--- src/rtl/uart_rx_fifo.sv ---
// 8N1 UART receiver with a 2-flop input synchroniser, mid-bit sampling FSM and a
// byte FIFO that the consumer pops with a single-cycle read pulse.
module uart_rx_fifo #(
   parameter int FIFO_DEPTH = 16
) (
   input  logic                          clk,
   input  logic                          rst_n,
   input  logic [15:0]                   baud_div,
   input  logic                          uart_rx_pin,
   input  logic                          uart_rx_read,
   output logic                          uart_rx_ready,
   output logic [7:0]                    uart_rx_byte,
   output logic [$clog2(FIFO_DEPTH):0]   uart_rx_count,
   output logic                          uart_rx_overflow,
   output logic                          uart_rx_frame_err
);

   localparam int PTR_W = $clog2(FIFO_DEPTH);
   localparam int CNT_W = PTR_W + 1;

   typedef enum logic [2:0] {
      S_IDLE,
      S_START,
      S_DATA,
      S_STOP,
      S_BREAK
   } state_t;

   logic             rx_meta;
   logic             rx_s;

   state_t           state_q,  state_d;
   logic [15:0]      timer_q,  timer_d;
   logic [15:0]      baud_q,   baud_d;
   logic [2:0]       idx_q,    idx_d;
   logic [7:0]       shift_q,  shift_d;
   logic             byte_done;
   logic             frame_bad;
   logic             tick;

   logic [7:0]       mem [FIFO_DEPTH];
   logic [PTR_W-1:0] wr_ptr_q;
   logic [PTR_W-1:0] rd_ptr_q;
   logic [CNT_W-1:0] count_q;
   logic             full;
   logic             push;
   logic             pop;
   logic             drop;

   // Preset to 1 so reset looks like an idle line rather than a start bit.
   // NOTE: sequential state uses non-blocking (<=) so every flop samples pre-edge values.
   always_ff @(posedge clk or negedge rst_n) begin
      if (!rst_n) begin
         rx_meta <= 1'b1;
         rx_s    <= 1'b1;
      end else begin
         rx_meta <= uart_rx_pin;
         rx_s    <= rx_meta;
      end
   end

   always_ff @(posedge clk or negedge rst_n) begin
      if (!rst_n) begin
         state_q <= S_IDLE;
         timer_q <= '0;
         baud_q  <= '0;
         idx_q   <= '0;
         shift_q <= '0;
      end else begin
         state_q <= state_d;
         timer_q <= timer_d;
         baud_q  <= baud_d;
         idx_q   <= idx_d;
         shift_q <= shift_d;
      end
   end

   assign tick = (timer_q == 16'd0);

   // The IDLE load of half-bit minus 2 lands the first sample floor(baud/2) cycles
   // after rx_s fell; later reloads of baud-1 space samples exactly baud_div apart.
   // NOTE: every always_comb output gets a default first, so no path can infer a latch.
   always_comb begin
      state_d   = state_q;
      timer_d   = timer_q;
      baud_d    = baud_q;
      idx_d     = idx_q;
      shift_d   = shift_q;
      byte_done = 1'b0;
      frame_bad = 1'b0;
      unique case (state_q)
         S_IDLE: begin
            if (!rx_s && (baud_div >= 16'd4)) begin
               baud_d  = baud_div;
               timer_d = (baud_div >> 1) - 16'd2;
               state_d = S_START;
            end
         end
         S_START: begin
            if (!tick) begin
               timer_d = timer_q - 16'd1;
            end else if (rx_s) begin
               state_d = S_IDLE;
            end else begin
               timer_d = baud_q - 16'd1;
               idx_d   = 3'd0;
               state_d = S_DATA;
            end
         end
         S_DATA: begin
            if (!tick) begin
               timer_d = timer_q - 16'd1;
            end else begin
               shift_d = {rx_s, shift_q[7:1]};
               timer_d = baud_q - 16'd1;
               idx_d   = idx_q + 3'd1;
               if (idx_q == 3'd7) state_d = S_STOP;
            end
         end
         S_STOP: begin
            if (!tick) begin
               timer_d = timer_q - 16'd1;
            end else if (rx_s) begin
               byte_done = 1'b1;
               state_d   = S_IDLE;
            end else begin
               frame_bad = 1'b1;
               state_d   = S_BREAK;
            end
         end
         S_BREAK: begin
            if (rx_s) state_d = S_IDLE;
         end
         default: state_d = S_IDLE;
      endcase
   end

   // A pop in the same cycle frees the slot, so a full FIFO still accepts the byte.
   assign full = (count_q == CNT_W'(FIFO_DEPTH));
   assign pop  = uart_rx_read && (count_q != '0);
   assign push = byte_done && (!full || pop);
   assign drop = byte_done && full && !pop;

   // NOTE: the storage array has no reset; only pointers and count define validity.
   always_ff @(posedge clk) begin
      if (push) mem[wr_ptr_q] <= shift_q;
   end

   always_ff @(posedge clk or negedge rst_n) begin
      if (!rst_n) begin
         wr_ptr_q          <= '0;
         rd_ptr_q          <= '0;
         count_q           <= '0;
         uart_rx_byte      <= '0;
         uart_rx_overflow  <= 1'b0;
         uart_rx_frame_err <= 1'b0;
      end else begin
         if (push) wr_ptr_q <= wr_ptr_q + PTR_W'(1);
         if (pop) begin
            rd_ptr_q     <= rd_ptr_q + PTR_W'(1);
            uart_rx_byte <= mem[rd_ptr_q];
         end
         unique case ({push, pop})
            2'b10:   count_q <= count_q + CNT_W'(1);
            2'b01:   count_q <= count_q - CNT_W'(1);
            default: count_q <= count_q;
         endcase
         uart_rx_overflow  <= drop;
         uart_rx_frame_err <= frame_bad;
      end
   end

   assign uart_rx_ready = (count_q != '0);
   assign uart_rx_count = count_q;

endmodule

--- config.mk ---
export PLATFORM = sky130hd
export DESIGN_NAME = uart_rx_fifo
export DESIGN_NICKNAME = d
export VERILOG_FILES = /design/src/rtl/uart_rx_fifo.sv
export SDC_FILE = /design/constraint.sdc
export NUM_CORES = 1
export LEC_CHECK = 0
export BUFFER_PORTS_ARGS = -buffer_cell sky130_fd_sc_hd__buf_2
export CAP_MARGIN = 10
export CORE_UTILIZATION = 42
export DETAILED_ROUTE_END_ITERATION = 6
export GPL_TIMING_DRIVEN = 1
export PLACE_DENSITY_LB_ADDON = 0.08
export SYNTH_ARGS = -nofsm -noshare
export SYNTH_HDL_FRONTEND = slang
export SYNTH_SLANG_ARGS = --single-unit
--- constraint.sdc ---
create_clock -name clk -period 6.7 [get_ports clk]
set_clock_uncertainty 0.2 [all_clocks]
set_input_delay 1.005 -clock clk [delete_from_list [all_inputs] [get_ports clk]]
set_output_delay 1.005 -clock clk [all_outputs]
set_load 0.03 [all_outputs]
Yosys cells after proc, flatten, opt, wreduce, memory -nomap -nowiden

Memory sizes are Yosys's and may differ from the RTL's. A register that Yosys moved wholly into a read port is not among the register bits.
Cells that the tools add are included.

Equal/unequal tests: 17
Reduce and logical (&&, ||, !) cells: 21
$lt $le $gt $ge: 1
Mux-type cells: 28
Add/sub/neg operators: 8

Operator list:

| kind                    | count |
|---|---|
| $mux W16                | 5 |
| $pmux W16 S4            | 1 |
| $sub A16 B1 Y16 const B | 2 |
| $mux W3                 | 10 |
| $ge A16 B3 Y1 const B   | 1 |
| $logic_not A16 Y1       | 1 |
| $ne A2 B2 Y1 const B    | 8 |
| $sub A15 B2 Y16 const B | 1 |
| $pmux W3 S5             | 1 |
| $pmux W5 S2             | 1 |
| $add A4 B1 Y4 const B   | 2 |
| $mux W1                 | 8 |
| $reduce_and A4 Y1       | 2 |
| $eq A3 B2 Y1 const B    | 2 |
| $eq A3 B3 Y1 const B    | 2 |
| $pmux W3 S2             | 1 |
| $reduce_and A6 Y1       | 1 |
| $add A5 B1 Y5 const B   | 1 |
| $eq A5 B5 Y1 const B    | 1 |
| $logic_and A1 B1 Y1     | 5 |
| $reduce_bool A5 Y1      | 1 |
| $sub A5 B1 Y5 const B   | 1 |
| $logic_not A1 Y1        | 4 |
| $reduce_and A2 Y1       | 2 |
| other kinds (10)        | 11 |

Memories: 1
Bits of input ports: 20
Register bits: 63
Word-level logic and storage cells: 88
Output and inout port bits: 16
Bits in writable memories: 128

Memories:

| name | words | bits a word | read ports | clocked after Yosys merged registers in | wr ports | line | text |
|---|---|---|---|---|---|---|---|
| mem  | 16    | 8           | 1          | 1                                       | 1        | 41   | `logic [7:0] mem [FIFO_DEPTH];` |

Depth between registers and ports, before layout

Gate-level depths: netlist of the first run.

Depth after elaboration: 6
Mapped depth: 17
Depth with buffers taken out: 15

Least setup slack after synthesis of the first run

Ideal clock, no wire load.

Path type: reg-to-reg
Start: register count_q[1], in the netlist uart_rx_count[1]
End: register count_q[4], in the netlist uart_rx_count[4]
Cell stages (with the launch flop): 17
Data arrival time: 3.314 ns
Period minus slack after synthesis: 3.651 ns
Data required time: 6.364 ns
Path buffers: 3
Setup time: 0.136 ns
Slack: 3.049 ns
Path through: dfrtp_1 clkbuf_1 nor4_1 nand2b_1 nand2_1 inv_1 clkbuf_1 ha_1 clkbuf_1 xor2_1 ha_1 o21a_1 o22a_1 a21oi_1 xor2_1 nor2_1 xor2_1

Longest elaborated chain between the ends: 6
Elaborated cells between the ends (all ways): 12
Those cells by class: add/sub: 2; eq/ne: 3; mux: 1; reduce/logical: 6

RTL lines:

| item                                                     | line | text |
|---|---|---|
| from (decl)                                              | 44   | `logic [CNT_W-1:0] count_q;` |
| from (signal assigned)                                   | 164  | `2'b10: count_q <= count_q + CNT_W'(1);` |
| from (signal assigned)                                   | 165  | `2'b01: count_q <= count_q - CNT_W'(1);` |
| from (signal assigned)                                   | 166  | `default: count_q <= count_q;` |
| $reduce_bool A5 Y1 *                                     | n/a  |  |
| net uart_rx_ready                                        | 11   | `output logic uart_rx_ready,` |
| $logic_and A1 B1 Y1 *                                    | 140  | `assign pop = uart_rx_read && (count_q != '0);` |
| net pop                                                  | 47   | `logic pop;` |
| $logic_or A1 B1 Y1                                       | 141  | `assign push = byte_done && (!full \|\| pop);` |
| $logic_and A1 B1 Y1                                      | 141  |  |
| $eq A2 B1 Y1 / $eq A2 B2 Y1 (equally long branches)      | 163  | `unique case ({push, pop})` |
| $pmux W5 S2 / $reduce_bool A2 Y1 (equally long branches) | n/a  |  |

Mark *: on every way through the listed nets, which the timed path passes. The rest lies on a longest branch.
A chain may end at the register's enable or synchronous reset.

Worst setup path in the final report of the first run

Start: register timer_q[10]
End: register count_q[4], in the netlist uart_rx_count[4]

Longest elaborated chain between the ends: 6
Elaborated cells between the ends (all ways): 8
Those cells by class: eq/ne: 2; mux: 3; reduce/logical: 3

RTL lines:

| item                                                     | line | text |
|---|---|---|
| from (decl)                                              | 33   | `logic [15:0] timer_q, timer_d;` |
| from (signal assigned)                                   | 71   | `timer_q <= timer_d;` |
| $logic_not A16 Y1 *                                      | 78   | `assign tick = (timer_q == 16'd0);` |
| $mux W1 *                                                | 121  | `if (!tick) begin` |
| $mux W1 *                                                | 91   | `unique case (state_q)` |
| $logic_and A1 B1 Y1 *                                    | 141  |  |
| $eq A2 B1 Y1 / $eq A2 B2 Y1 (equally long branches)      | 163  |  |
| $pmux W5 S2 / $reduce_bool A2 Y1 (equally long branches) | n/a  |  |

Mark *: on every way between the ends. The rest lies on a longest branch, timed or not.

==> Implementation_results.wiki, run 1 <==
{| class="wikitable"
! Metric !! Value
|-
| Post-layout util || 0.480
|-
| Post-CTS setup-driven buffer insertion count || 0
|-
| Area growth, synth to finish || 11.4%
|-
| Hold-critical path depth || 0
|-
| Number of antenna-violating nets in the routed design || 0
|-
| Via count of the first global-routing pass || 5352
|-
| Core region area || 21200 um2
|-
| Hold path startpoint || rx_meta$_DFF_PN1_
|-
| Post-route worst hold slack || 163 ps
|-
| Result of the run || finished, final reports clean
|-
| Number of fill cells || about 1800
|-
| Proportion of layout cells with a drive suffix above 1 || 0.231
|-
| Top fanout value on the critical path || 10
|-
| Drt first pass iters || 4
|-
| Avg WL per Cell || around 20 um
|-
| Slew at the pin closest to its max-slew limit || 946 ps
|-
| Post-synthesis sequential element count || 199
|-
| Required time at the worst-slack endpoint || 6820 ps
|-
| Buffer levels on the longest clock path || 2
|-
| Share of synthesized area occupied by flip-flops and latches || 0.617
|-
| Mean number of vias per cell || 5.59
|-
| Multi-input gate area || ~3300 um2
|-
| Sink of the worst hold path || rx_s$_DFF_PN1_
|-
| First-pass GRT wire length || approximately 31000 um
|-
| Gp weighted congestion || around 0.88
|-
| Critical path capture point type || flip-flop
|-
| Cell variety after synth || 66
|-
| Max-capacitance violation count || 0
|-
| Static Leak || 0.00407 uW
|-
| Final HPWL from detailed placement || 13600 um
|-
| Count of input and output buffers || 35
|-
| Cts bufs inserted || 17
|-
| Hold Fails Final Rpt || 0
|-
| Synth warn || 0
|-
| Count of vias placed by the detailed router || ~5400
|-
| Critical path data arrival time || slightly above 4000 ps
|-
| Most common library cell in the layout ignoring fill and taps || sky130_fd_sc_hd__edfxtp_1
|-
| Most common flop cell mapped by yosys || sky130_fd_sc_hd__edfxtp_1
|-
| CTS tree || done
|-
| Die X-Extent || between 100 and 150 um
|-
| Final worst slack || 2690 ps
|-
| Highest achievable clock rate || ~250 MHz
|-
| Chip Height || 149 um
|-
| Clock transition time at the flip-flop clock pins of the worst setup and hold paths || about 80 ps
|-
| Synthesized area || 9110 um2
|-
| Hold buffer count at CTS || 0
|-
| DRC || 0
|-
| PwrDens || 282 nW/um2
|-
| Synthesized area per cell || 14.2 um2
|-
| Max-Slew Margin vs Limit || 0.370
|-
| Number of nets in the final layout || roughly 700
|-
| Reg-to-reg slack, setup || 2690 ps
|-
| Htree depth || 4
|-
| Setup Crit Path Kind || reg -> reg
|-
| Aggregate global routing overflow || 0
|-
| Startpoint class of the critical path || flip-flop
|-
| Worst Hold Class || reg -> reg
|-
| Unrepaired setup endpoints after global routing || no
|-
| Syn Inst Count || around 640
|-
| Die outline area || roughly 22000 um2
|-
| Total of cells resized after clock tree synthesis || 0
|-
| Global router's overall resource usage || 0.189
|-
| Area taken by flip-flops and latches || 5620 um2
|-
| Count of routing violations after the opening detailed-route iteration || 378
|-
| Nets in the synthesized netlist || 678
|-
| EDFF count, synth || 128
|-
| Worst r2r path cells || 14
|-
| Worst reg2reg path startpoint || timer_q[10]$_DFFE_PN0P_
|-
| Worst-case setup slack after placement || 2720 ps
|-
| Crit path time final || about 4000 ps
|-
| Pin count of the biggest net entering global routing || approximately 70
|-
| Total setup violations reported at the end of the flow || 0
|-
| Clock network latency to the later pin of the worst-skew pair || approximately 430 ps
|-
| Number of sinks on the clock net || 199
|-
| Diodes inserted || 0
|-
| Root buffer selected by CTS || sky130_fd_sc_hd__clkbuf_16
|-
| Number of rows created at floorplan || 53
|-
| Worst supply voltage drop on vdd || about 180 uV
|-
| Reg2Reg Capture Point || uart_rx_count[4]$_DFFE_PN0P_
|-
| Final Cycle Share || 0.598
|-
| Final Max Tran Viols || 0
|-
| Initial antenna violation count || 0
|-
| Initial core utilization || 0.431
|-
| Commonest cells after routing, fill and taps aside || 128 x sky130_fd_sc_hd__edfxtp_1, 68 x sky130_fd_sc_hd__dfrtp_1, 56 x sky130_fd_sc_hd__nand2_1
|-
| Count of boundary I/O pins || 36
|-
| Final wirelength || ~20000 um
|-
| Post-route total power || roughly 2900 uW
|-
| Final TNS setup || 0 ps
|-
| Fraction of synthesis flops using an asynchronous set or reset pin || 0.357
|}
==> metrics by stage <==
stage | instances | instance area (um2)
6_report | 959 | 10200
3_3_place_gp | 927 | 9530
5_1_grt | 959 | 10200
4_1_cts | 959 | 10200
2_1_floorplan | 642 | 9110
3_5_place_dp | 927 | 9530
==> worst max-delay path, cell delays in order, from the launching register on <==
cell	delay, ps
sky130_fd_sc_hd__dfrtp_1	420
sky130_fd_sc_hd__nor3_1	400
sky130_fd_sc_hd__and3_1	260
sky130_fd_sc_hd__nand2b_1	320
sky130_fd_sc_hd__nor3b_4	460
sky130_fd_sc_hd__inv_1	120
sky130_fd_sc_hd__ha_1	340
sky130_fd_sc_hd__xor2_1	190
sky130_fd_sc_hd__ha_1	240
sky130_fd_sc_hd__o21a_1	190
sky130_fd_sc_hd__o22a_1	200
sky130_fd_sc_hd__a21oi_1	180
sky130_fd_sc_hd__xor2_1	170
sky130_fd_sc_hd__nor2_1	70
sky130_fd_sc_hd__xor2_1	140
==> logic make-up after synthesis <==
kind of cell / Yosys count / synth area share
AOI/OAI and AO/OA: 92 / 0.0684
xor gates and xnor gates: 39 / 0.0375
adders and majority gates: 16 / 0.0220
buffers and inverters: 44 / 0.0222
DFF: 199 / 0.617
muxes: 64 / 0.128
and+or+nand+nor: 188 / 0.105
==> metal layers <==
layer  wire length (um)  vias to the layer above  part of all wire  global-route usage
met5                  0                        -                 0                   0
met4                209                        0             0.011              0.0653
met3                873                       13             0.044              0.0382
met2               8730                      115              0.44               0.268
met1               9830                     2740              0.50               0.286
li1                   -                     2495                 -                   -
==> registers in the layout, summed over array words and instances (netlist names) <==
signal and count:
idx_q 3, shift_q 8, rd_ptr_q 4, rx_meta 1, timer_q 16, uart_rx_count 5, uart_rx_byte 8, state_q 3
mem 128, uart_rx_overflow 1, baud_q 16, rx_s 1, wr_ptr_q 4, uart_rx_frame_err 1
==> worst max path at each step <==
stage	start	end	slack [ps]	cells past startpoint
floorplan	uart_rx_count[1]$_DFFE_PN0P_	uart_rx_count[4]$_DFFE_PN0P_	3050	16
global placement	timer_q[10]$_DFFE_PN0P_	uart_rx_count[4]$_DFFE_PN0P_	2900	14
detailed placement	timer_q[10]$_DFFE_PN0P_	uart_rx_count[4]$_DFFE_PN0P_	2720	14
CTS	timer_q[10]$_DFFE_PN0P_	uart_rx_count[4]$_DFFE_PN0P_	2710	14
global route	timer_q[0]$_DFFE_PN0P_	uart_rx_count[4]$_DFFE_PN0P_	2420	15
finish	timer_q[10]$_DFFE_PN0P_	uart_rx_count[4]$_DFFE_PN0P_	2690	14
==> layout make-up <==
| class | count | area share |
|---|---|---|
| Clock buffer | 17 | 0.0419 |
| Clock inverter | 15 | 0.0200 |
| Inverter | 13 | 0.00480 |
| Multi-Input combinational cell | 399 | 0.324 |
| Sequential cell | 199 | 0.554 |
| Tap cell | 275 | 0.0339 |
| Timing Repair Buffer | 41 | 0.0219 |
==> cells in the mapped netlist (9+ instances only) <==
| cell | instances | area [um2] |
|---|---|---|
| sky130_fd_sc_hd__inv_1 | 13 | 48.8 |
| sky130_fd_sc_hd__xor2_1 | 21 | 184 |
| sky130_fd_sc_hd__o22ai_1 | 10 | 62.6 |
| sky130_fd_sc_hd__mux4_2 | 40 | 901 |
| sky130_fd_sc_hd__xnor2_1 | 18 | 158 |
| sky130_fd_sc_hd__a21oi_1 | 17 | 85.1 |
| sky130_fd_sc_hd__clkbuf_1 | 15 | 56.3 |
| sky130_fd_sc_hd__nand2_1 | 56 | 210 |
| sky130_fd_sc_hd__edfxtp_1 | 128 | 3840 |
| sky130_fd_sc_hd__dfrtp_1 | 69 | 1730 |
| sky130_fd_sc_hd__o21ai_0 | 26 | 130 |
| sky130_fd_sc_hd__nor3_1 | 22 | 110 |
| sky130_fd_sc_hd__buf_2 | 9 | 45.0 |
| sky130_fd_sc_hd__mux2_2 | 22 | 248 |
| sky130_fd_sc_hd__nor2_1 | 50 | 188 |
| sky130_fd_sc_hd__ha_1 | 16 | 200 |
==> where the power goes <==
part | switching (uW) | total [uW] | internal, uW
clock | 505 | 1080 | 574
combinational | 225 | 400 | 174
sequential | 59.4 | 1380 | 1320
No activity file was read; power rests on OpenSTA's default activity.
==> run 2, diff against run 1 <==
==> constraint.sdc (replaced) <==
create_clock -name clk -period 3.6 [get_ports clk]
set_clock_uncertainty 0.2 [all_clocks]
set_input_delay 0.54 -clock clk [delete_from_list [all_inputs] [get_ports clk]]
set_output_delay 0.54 -clock clk [all_outputs]
set_load 0.03 [all_outputs]
==> Implementation_results.wiki, run 2 (synthesized netlist as in run 1, its figures left out) <==
{| class="wikitable"
! Metric !! Value
|-
| Result of the run || finished, violations left
|-
| Violated checks || hold timing
|-
| Final TNS setup || 0 ps (unchanged)
|-
| Critical path capture point type || flip-flop
|-
| Post-route worst hold slack || -5.76 ps (-168 ps)
|-
| Hold Fails Final Rpt || 2 (+2)
|-
| Number of antenna-violating nets in the routed design || 0 (unchanged)
|-
| Final worst slack || 187 ps (-2510 ps)
|-
| Initial antenna violation count || 0 (unchanged)
|-
| Root buffer selected by CTS || sky130_fd_sc_hd__clkbuf_16
|-
| Global routing's busiest layer || met2
|-
| Worst r2r path cells || 14 (unchanged)
|-
| Chip Height || 149 um (unchanged)
|-
| Max-capacitance violation count || 0 (unchanged)
|-
| Count of input and output buffers || 35 (unchanged)
|-
| Reg-to-reg slack, setup || 190 ps (-2510 ps)
|-
| Commonest cells after routing, fill and taps aside || 128 x sky130_fd_sc_hd__edfxtp_1, 68 x sky130_fd_sc_hd__dfrtp_1, 56 x sky130_fd_sc_hd__nand2_1
|-
| Top fanout value on the critical path || 9 (-1)
|-
| Clock network latency to the later pin of the worst-skew pair || 420 ps (about the same)
|-
| Static Leak || 0.00418 uW (+2.6%)
|-
| First-pass GRT wire length || 30300 um (-2.1%)
|-
| Highest achievable clock rate || 293 MHz (+17%)
|-
| Most common library cell in the layout ignoring fill and taps || sky130_fd_sc_hd__edfxtp_1
|-
| Buffer levels on the longest clock path || 2 (unchanged)
|-
| Initial core utilization || 0.431 (unchanged)
|-
| Count of vias placed by the detailed router || 5313 (-0.93%)
|-
| Drt first pass iters || 5 (+1)
|-
| DRC || 0 (unchanged)
|-
| Aggregate global routing overflow || 0 (unchanged)
|-
| Number of sinks on the clock net || 199 (unchanged)
|-
| Global router's overall resource usage || 0.183 (-0.00619)
|-
| Setup Crit Path Kind || reg -> reg
|-
| CTS tree || done
|-
| Cts bufs inserted || 17 (unchanged)
|-
| Register with the most flip-flops || mem
|-
| Number of rows created at floorplan || 53 (unchanged)
|-
| Pin count of the biggest net entering global routing || 65 (-9.7%)
|-
| Fraction of met2 tracks used by global routing || 0.292 (+0.0235)
|-
| Final HPWL from detailed placement || 13500 um (-0.86%)
|-
| Diodes inserted || 0 (unchanged)
|-
| Number of flip-flops in the largest register || 128 (unchanged)
|-
| Avg WL per Cell || 19.3 um (-5.7%)
|-
| Core region area || 21200 um2 (unchanged)
|-
| Reg2Reg Capture Point || uart_rx_count[4]$_DFFE_PN0P_
|-
| Unrepaired setup endpoints after global routing || no
|-
| Via count of the first global-routing pass || 5464 (+2.1%)
|-
| Die outline area || 22300 um2 (unchanged)
|-
| Final Max Tran Viols || 0 (unchanged)
|-
| Startpoint class of the critical path || flip-flop
|-
| Required time at the worst-slack endpoint || 3710 ps (-3110 ps)
|-
| Htree depth || 4 (unchanged)
|-
| Final Cycle Share || 0.948 (+0.350)
|-
| Number of nets in the final layout || 730 (+3.3%)
|-
| Area growth, synth to finish || 13.0%
|-
| Crit path time final || 3410 ps (-592 ps)
|-
| Worst-case setup slack after placement || 204 ps (-2520 ps)
|-
| Worst Hold Class || in -> async
|-
| Worst reg2reg path startpoint || timer_q[2]$_DFFE_PN0P_
|-
| Routing usage on met3 || 0.0364 (-0.00183)
|-
| Total setup violations reported at the end of the flow || 0 (unchanged)
|-
| Slew at the pin closest to its max-slew limit || 863 ps (-82.7 ps)
|-
| Final wirelength || 19000 um (-3.4%)
|-
| Mean number of vias per cell || 5.41 (-3.3%)
|-
| Critical path data arrival time || 3520 ps (-610 ps)
|-
| Clock transition time at the flip-flop clock pins of the worst setup and hold paths || 70 ps (about the same)
|-
| PwrDens || 507 nW/um2 (+80%)
|-
| Worst supply voltage drop on vdd || 333 uV (+80%)
|-
| Count of boundary I/O pins || 36 (unchanged)
|-
| Met1 layer usage reported by global route || 0.253 (-0.0330)
|-
| Top flop regs || mem: 128 flops, baud_q: 16 flops, timer_q: 16 flops
|-
| Count of routing violations after the opening detailed-route iteration || 344 (-9.0%)
|-
| Max-Slew Margin vs Limit || 0.425 (+0.0552)
|-
| Proportion of layout cells with a drive suffix above 1 || 0.257 (+0.0264)
|-
| Gp weighted congestion || 0.824 (-6.5%)
|-
| Die X-Extent || 149 um (unchanged)
|}
[run 2: cell types whose count changed in the layout (fill, tap and decap cells not counted), moves of 2 or more]
cell,change
sky130_fd_sc_hd__buf_4,+22
sky130_fd_sc_hd__clkinv_2,+2
sky130_fd_sc_hd__inv_6,+2
sky130_fd_sc_hd__inv_8,-2
[run 2: metrics by stage]
stage	instances	hold WS (ps)	cell area (um2)	utilization	total power, uW
2_1_floorplan	642	44.4	9120	-	3190
3_3_place_gp	949	146	9700	0.459	3400
3_5_place_dp	949	149	9700	0.459	3410
4_1_cts	982	60.1	10300	0.487	5290
5_1_grt	982	53.8	10300	0.487	5430
6_report	982	-5.76	10300	0.487	5220
[run 2: layer usage]
| metal | up-vias | wire, um | share of wire |
|---|---|---|---|
| met3 | 25 | 553 | 0.029 |
| met1 | 2644 | 9000 | 0.47 |
| li1 | 2547 | - | - |
| met5 | - | 0 | 0 |
| met4 | 0 | 303 | 0.016 |
| met2 | 97 | 9120 | 0.48 |
[run 2: timing repair]
item / in CTS / in global routing
hold buffers: 1 / 0
gates resized for setup: 0 / 1
setup buffers: 0 / 0
hold endpoints to repair: 1 / 0
endpoints found under the setup margin: 0 / 1
[run 2: worst max-delay path by stage]
stage | startpoint | end | slack [ps] | cells past startpoint
floorplan | uart_rx_count[1]$_DFFE_PN0P_ | uart_rx_count[4]$_DFFE_PN0P_ | 2 | 16
global placement | timer_q[5]$_DFFE_PN0P_ | uart_rx_count[4]$_DFFE_PN0P_ | 320 | 14
detailed placement | timer_q[5]$_DFFE_PN0P_ | uart_rx_count[4]$_DFFE_PN0P_ | 200 | 14
CTS | timer_q[5]$_DFFE_PN0P_ | uart_rx_count[4]$_DFFE_PN0P_ | 180 | 14
global route | timer_q[10]$_DFFE_PN0P_ | uart_rx_count[4]$_DFFE_PN0P_ | 1 | 14
finish | timer_q[2]$_DFFE_PN0P_ | uart_rx_count[4]$_DFFE_PN0P_ | 190 | 14
[run 2: final cells by class]
| cell class | instances | area (um2) |
|---|---|---|
| Clock inverter | 15 | 163 |
| Fill cell | 1825 | 10900 |
| Inverter | 13 | 48.8 |
| Sequential cell | 199 | 5620 |
| Tap cell | 275 | 344 |
| Multi-Input combinational cell | 399 | 3300 |
| Clock buffer | 17 | 425 |
| Timing Repair Buffer | 64 | 398 |
[run 2: power by group]
| group | switching [uW] | internal [uW] |
|---|---|---|
| logic | 420 | 337 |
| clock network | 900 | 987 |
| registers | 113 | 2470 |
| total | 1430 | 3790 |
[run 2: worst max-delay path, cell delays in order, from the launching register on]
cell	delay, ps
sky130_fd_sc_hd__dfrtp_1	480
sky130_fd_sc_hd__nor2_2	280
sky130_fd_sc_hd__nand4_2	130
sky130_fd_sc_hd__nand2b_1	230
sky130_fd_sc_hd__nor3b_4	230
sky130_fd_sc_hd__inv_1	90
sky130_fd_sc_hd__ha_1	330
sky130_fd_sc_hd__xor2_1	190
sky130_fd_sc_hd__ha_1	240
sky130_fd_sc_hd__o21a_1	190
sky130_fd_sc_hd__o22a_1	200
sky130_fd_sc_hd__a21oi_1	170
sky130_fd_sc_hd__xor2_1	150
sky130_fd_sc_hd__nor2_1	60
sky130_fd_sc_hd__xor2_1	140
==> run 3, diff against run 2 <==
--- a/config.mk
+++ b/config.mk
@@ -7,6 +7,7 @@
 export LEC_CHECK = 0
 export BUFFER_PORTS_ARGS = -buffer_cell sky130_fd_sc_hd__buf_2
 export CAP_MARGIN = 10
+export CORE_ASPECT_RATIO = 0.75
 export CORE_UTILIZATION = 42
 export DETAILED_ROUTE_END_ITERATION = 6
 export GPL_TIMING_DRIVEN = 1
==> constraint.sdc (replaced) <==
create_clock -name clk -period 3.6 [get_ports clk]
set_clock_uncertainty 0.2 [all_clocks]
set_input_delay 0.54 -clock clk [delete_from_list [all_inputs] [get_ports clk]]
set_output_delay 0.54 -clock clk [all_outputs]
set_load 0.005 [all_outputs]
==> Implementation_results.wiki, run 3 (synthesized netlist as in run 1, its figures left out) <==
{| class="wikitable"
! Metric !! Value
|-
| Result of the run || finished, final reports clean
|-
| Count of vias placed by the detailed router || 5474 (+3.0%)
|-
| Clock network latency to the later pin of the worst-skew pair || 420 ps (about the same)
|-
| Crit path time final || 3360 ps (-54.0 ps)
|-
| Highest achievable clock rate || 298 MHz (+1.6%)
|-
| Sw power || 1340 uW (-6.3%)
|-
| Number of nets in the final layout || 729 (-0.14%)
|-
| Unrepaired setup endpoints after global routing || no
|-
| PwrDens || 503 nW/um2 (-0.72%)
|-
| Slew at the pin closest to its max-slew limit || 952 ps (+89.2 ps)
|-
| Die outline area || 22300 um2 (about the same)
|-
| Number of rows created at floorplan || 46 (-13%)
|-
| Count of input and output buffers || 35 (unchanged)
|-
| Chip Height || 130 um (-13%)
|-
| First-pass GRT wire length || 31500 um (+4.1%)
|-
| Count of routing violations after the opening detailed-route iteration || 576 (+67%)
|-
| Final Cycle Share || 0.933 (-0.0150)
|-
| Fraction of power consumed by sequential logic || 0.507 (+0.013)
|-
| Global router's overall resource usage || 0.194 (+0.0115)
|-
| Pin count of the biggest net entering global routing || 72 (+11%)
|-
| Initial core utilization || 0.430 (-0.000535)
|-
| Required time at the worst-slack endpoint || 3710 ps (about the same)
|-
| Worst r2r path cells || 14 (unchanged)
|-
| Hold Fails Final Rpt || 0 (-2)
|-
| Diodes inserted || 0 (unchanged)
|-
| Worst Hold Class || in -> async
|-
| Clock transition time at the flip-flop clock pins of the worst setup and hold paths || 70 ps (about the same)
|-
| Drt first pass iters || 5 (unchanged)
|-
| Critical path capture point type || flip-flop
|-
| Buffer levels on the longest clock path || 2 (unchanged)
|-
| Max-Slew Margin vs Limit || 0.365 (-0.0595)
|-
| Most common library cell in the layout ignoring fill and taps || sky130_fd_sc_hd__edfxtp_1
|-
| Post-route worst hold slack || 42.6 ps (+48.4 ps)
|-
| Reg-to-reg slack, setup || 240 ps (+50 ps)
|-
| Static Leak || 0.00417 uW (about the same)
|-
| Final wirelength || 20500 um (+8.0%)
|-
| Number of antenna-violating nets in the routed design || 0 (unchanged)
|-
| Power Internal || 3850 uW (+1.6%)
|-
| Count of boundary I/O pins || 36 (unchanged)
|-
| Top flop regs || mem: 128 flops, baud_q: 16 flops, timer_q: 16 flops
|-
| Cts bufs inserted || 17 (unchanged)
|-
| Die X-Extent || 172 um (+15%)
|-
| DRC || 0 (unchanged)
|-
| Number of flip-flops in the largest register || 128 (unchanged)
|-
| Number of sinks on the clock net || 199 (unchanged)
|-
| Post-route total power || 5190 uW (-0.59%)
|-
| Final TNS setup || 0 ps (unchanged)
|-
| Aggregate global routing overflow || 0 (unchanged)
|-
| Area growth, synth to finish || 13.2%
|-
| Mean number of vias per cell || 5.51 (+1.8%)
|-
| Worst supply voltage drop on vdd || 365 uV (+9.6%)
|-
| Max-capacitance violation count || 0 (unchanged)
|-
| Gp weighted congestion || 0.857 (+3.9%)
|-
| Clock network fraction of total power || 0.369 (+0.008)
|-
| Htree depth || 4 (unchanged)
|-
| Critical path data arrival time || 3460 ps (-60 ps)
|-
| Register with the most flip-flops || mem
|-
| Final HPWL from detailed placement || 14700 um (+8.9%)
|-
| Core region area || 21200 um2 (+0.12%)
|-
| Avg WL per Cell || 20.6 um (+6.6%)
|-
| Top fanout value on the critical path || 9 (unchanged)
|-
| Via count of the first global-routing pass || 5213 (-4.6%)
|-
| Final Max Tran Viols || 0 (unchanged)
|-
| Proportion of layout cells with a drive suffix above 1 || 0.256 (-0.00105)
|-
| Combinational group share of total power || 0.124 (-0.021)
|-
| CTS tree || done
|-
| Startpoint class of the critical path || flip-flop
|-
| Commonest cells after routing, fill and taps aside || 128 x sky130_fd_sc_hd__edfxtp_1, 68 x sky130_fd_sc_hd__dfrtp_1, 56 x sky130_fd_sc_hd__nand2_1
|-
| Switching share of total power || 0.259 (-0.0158)
|-
| Root buffer selected by CTS || sky130_fd_sc_hd__clkbuf_16
|-
| Total setup violations reported at the end of the flow || 0 (unchanged)
|-
| Setup Crit Path Kind || reg -> reg
|-
| Initial antenna violation count || 0 (unchanged)
|}
[run 3: final timing paths]
kind,from,to
worst min-delay path,rst_n,rd_ptr_q[1]$_DFFE_PN0P_
min in group clk,rx_meta$_DFF_PN1_,rx_s$_DFF_PN1_
worst max register to register,timer_q[2]$_DFFE_PN0P_,uart_rx_count[4]$_DFFE_PN0P_
worst min register to register,rx_meta$_DFF_PN1_,rx_s$_DFF_PN1_
max in group asynchronous,rst_n,shift_q[0]$_DFFE_PN0P_
worst max-delay path,timer_q[2]$_DFFE_PN0P_,uart_rx_count[4]$_DFFE_PN0P_
[run 3: worst max-delay path, cell delays in order (launching register included)]
cell                       delay [ps]
sky130_fd_sc_hd__dfrtp_1          480
sky130_fd_sc_hd__nor2_2           250
sky130_fd_sc_hd__nand4_2          130
sky130_fd_sc_hd__nand2b_1         220
sky130_fd_sc_hd__nor3b_4          230
sky130_fd_sc_hd__inv_1             80
sky130_fd_sc_hd__ha_1             330
sky130_fd_sc_hd__xor2_1           190
sky130_fd_sc_hd__ha_1             230
sky130_fd_sc_hd__o21a_1           170
sky130_fd_sc_hd__o22a_1           190
sky130_fd_sc_hd__a21oi_1          170
sky130_fd_sc_hd__xor2_1           160
sky130_fd_sc_hd__nor2_1            60
sky130_fd_sc_hd__xor2_1           140
[run 3: timing repair]
item | 4_1_cts | 5_1_grt
gates resized for setup | 0 | 2
endpoints found under the hold margin | 1 | 0
setup buffers | 0 | 0
endpoints found under the setup margin | 0 | 1
hold buffers | 1 | 0
[run 3: metal layers]
| layer | track usage | part of all wire | routed length (um) | vias to the layer above |
|---|---|---|---|---|
| li1 | - | - | - | 2533 |
| met1 | 0.326 | 0.55 | 11200 | 2769 |
| met2 | 0.241 | 0.38 | 7790 | 163 |
| met3 | 0.0559 | 0.069 | 1410 | 9 |
| met4 | 0.0354 | 0.0060 | 122 | 0 |
| met5 | 0 | 0 | 0 | - |
[run 3: layout make-up]
class / instances / area, um2
Fill cell: 1862 / 10900
Sequential cell: 199 / 5620
Multi-Input combinational cell: 399 / 3300
Clock buffer: 17 / 425
Timing Repair Buffer: 63 / 390
Tap cell: 288 / 360
Clock inverter: 15 / 169
Inverter: 13 / 48.8
[run 3: per-stage QoR]
| step | worst slack [ps] | std cells | utilization | cell area, um2 |
|---|---|---|---|---|
| floorplan | 15.9 | 642 | - | 9110 |
| global placement | 290 | 961 | 0.458 | 9700 |
| detailed placement | 187 | 961 | 0.458 | 9700 |
| CTS | 148 | 994 | 0.487 | 10300 |
| global route | 6.89 | 994 | 0.487 | 10300 |
| finish | 241 | 994 | 0.487 | 10300 |
[run 3: power by group through the flow]
| stage | clock network [uW] | registers (uW) | logic, uW |
|---|---|---|---|
| floorplan | 0 | 2550 | 583 |
| global placement | 0 | 2690 | 644 |
| detailed placement | 0 | 2690 | 655 |
| CTS | 1960 | 2640 | 657 |
| global route | 2060 | 2660 | 706 |
| finish | 1910 | 2630 | 644 |
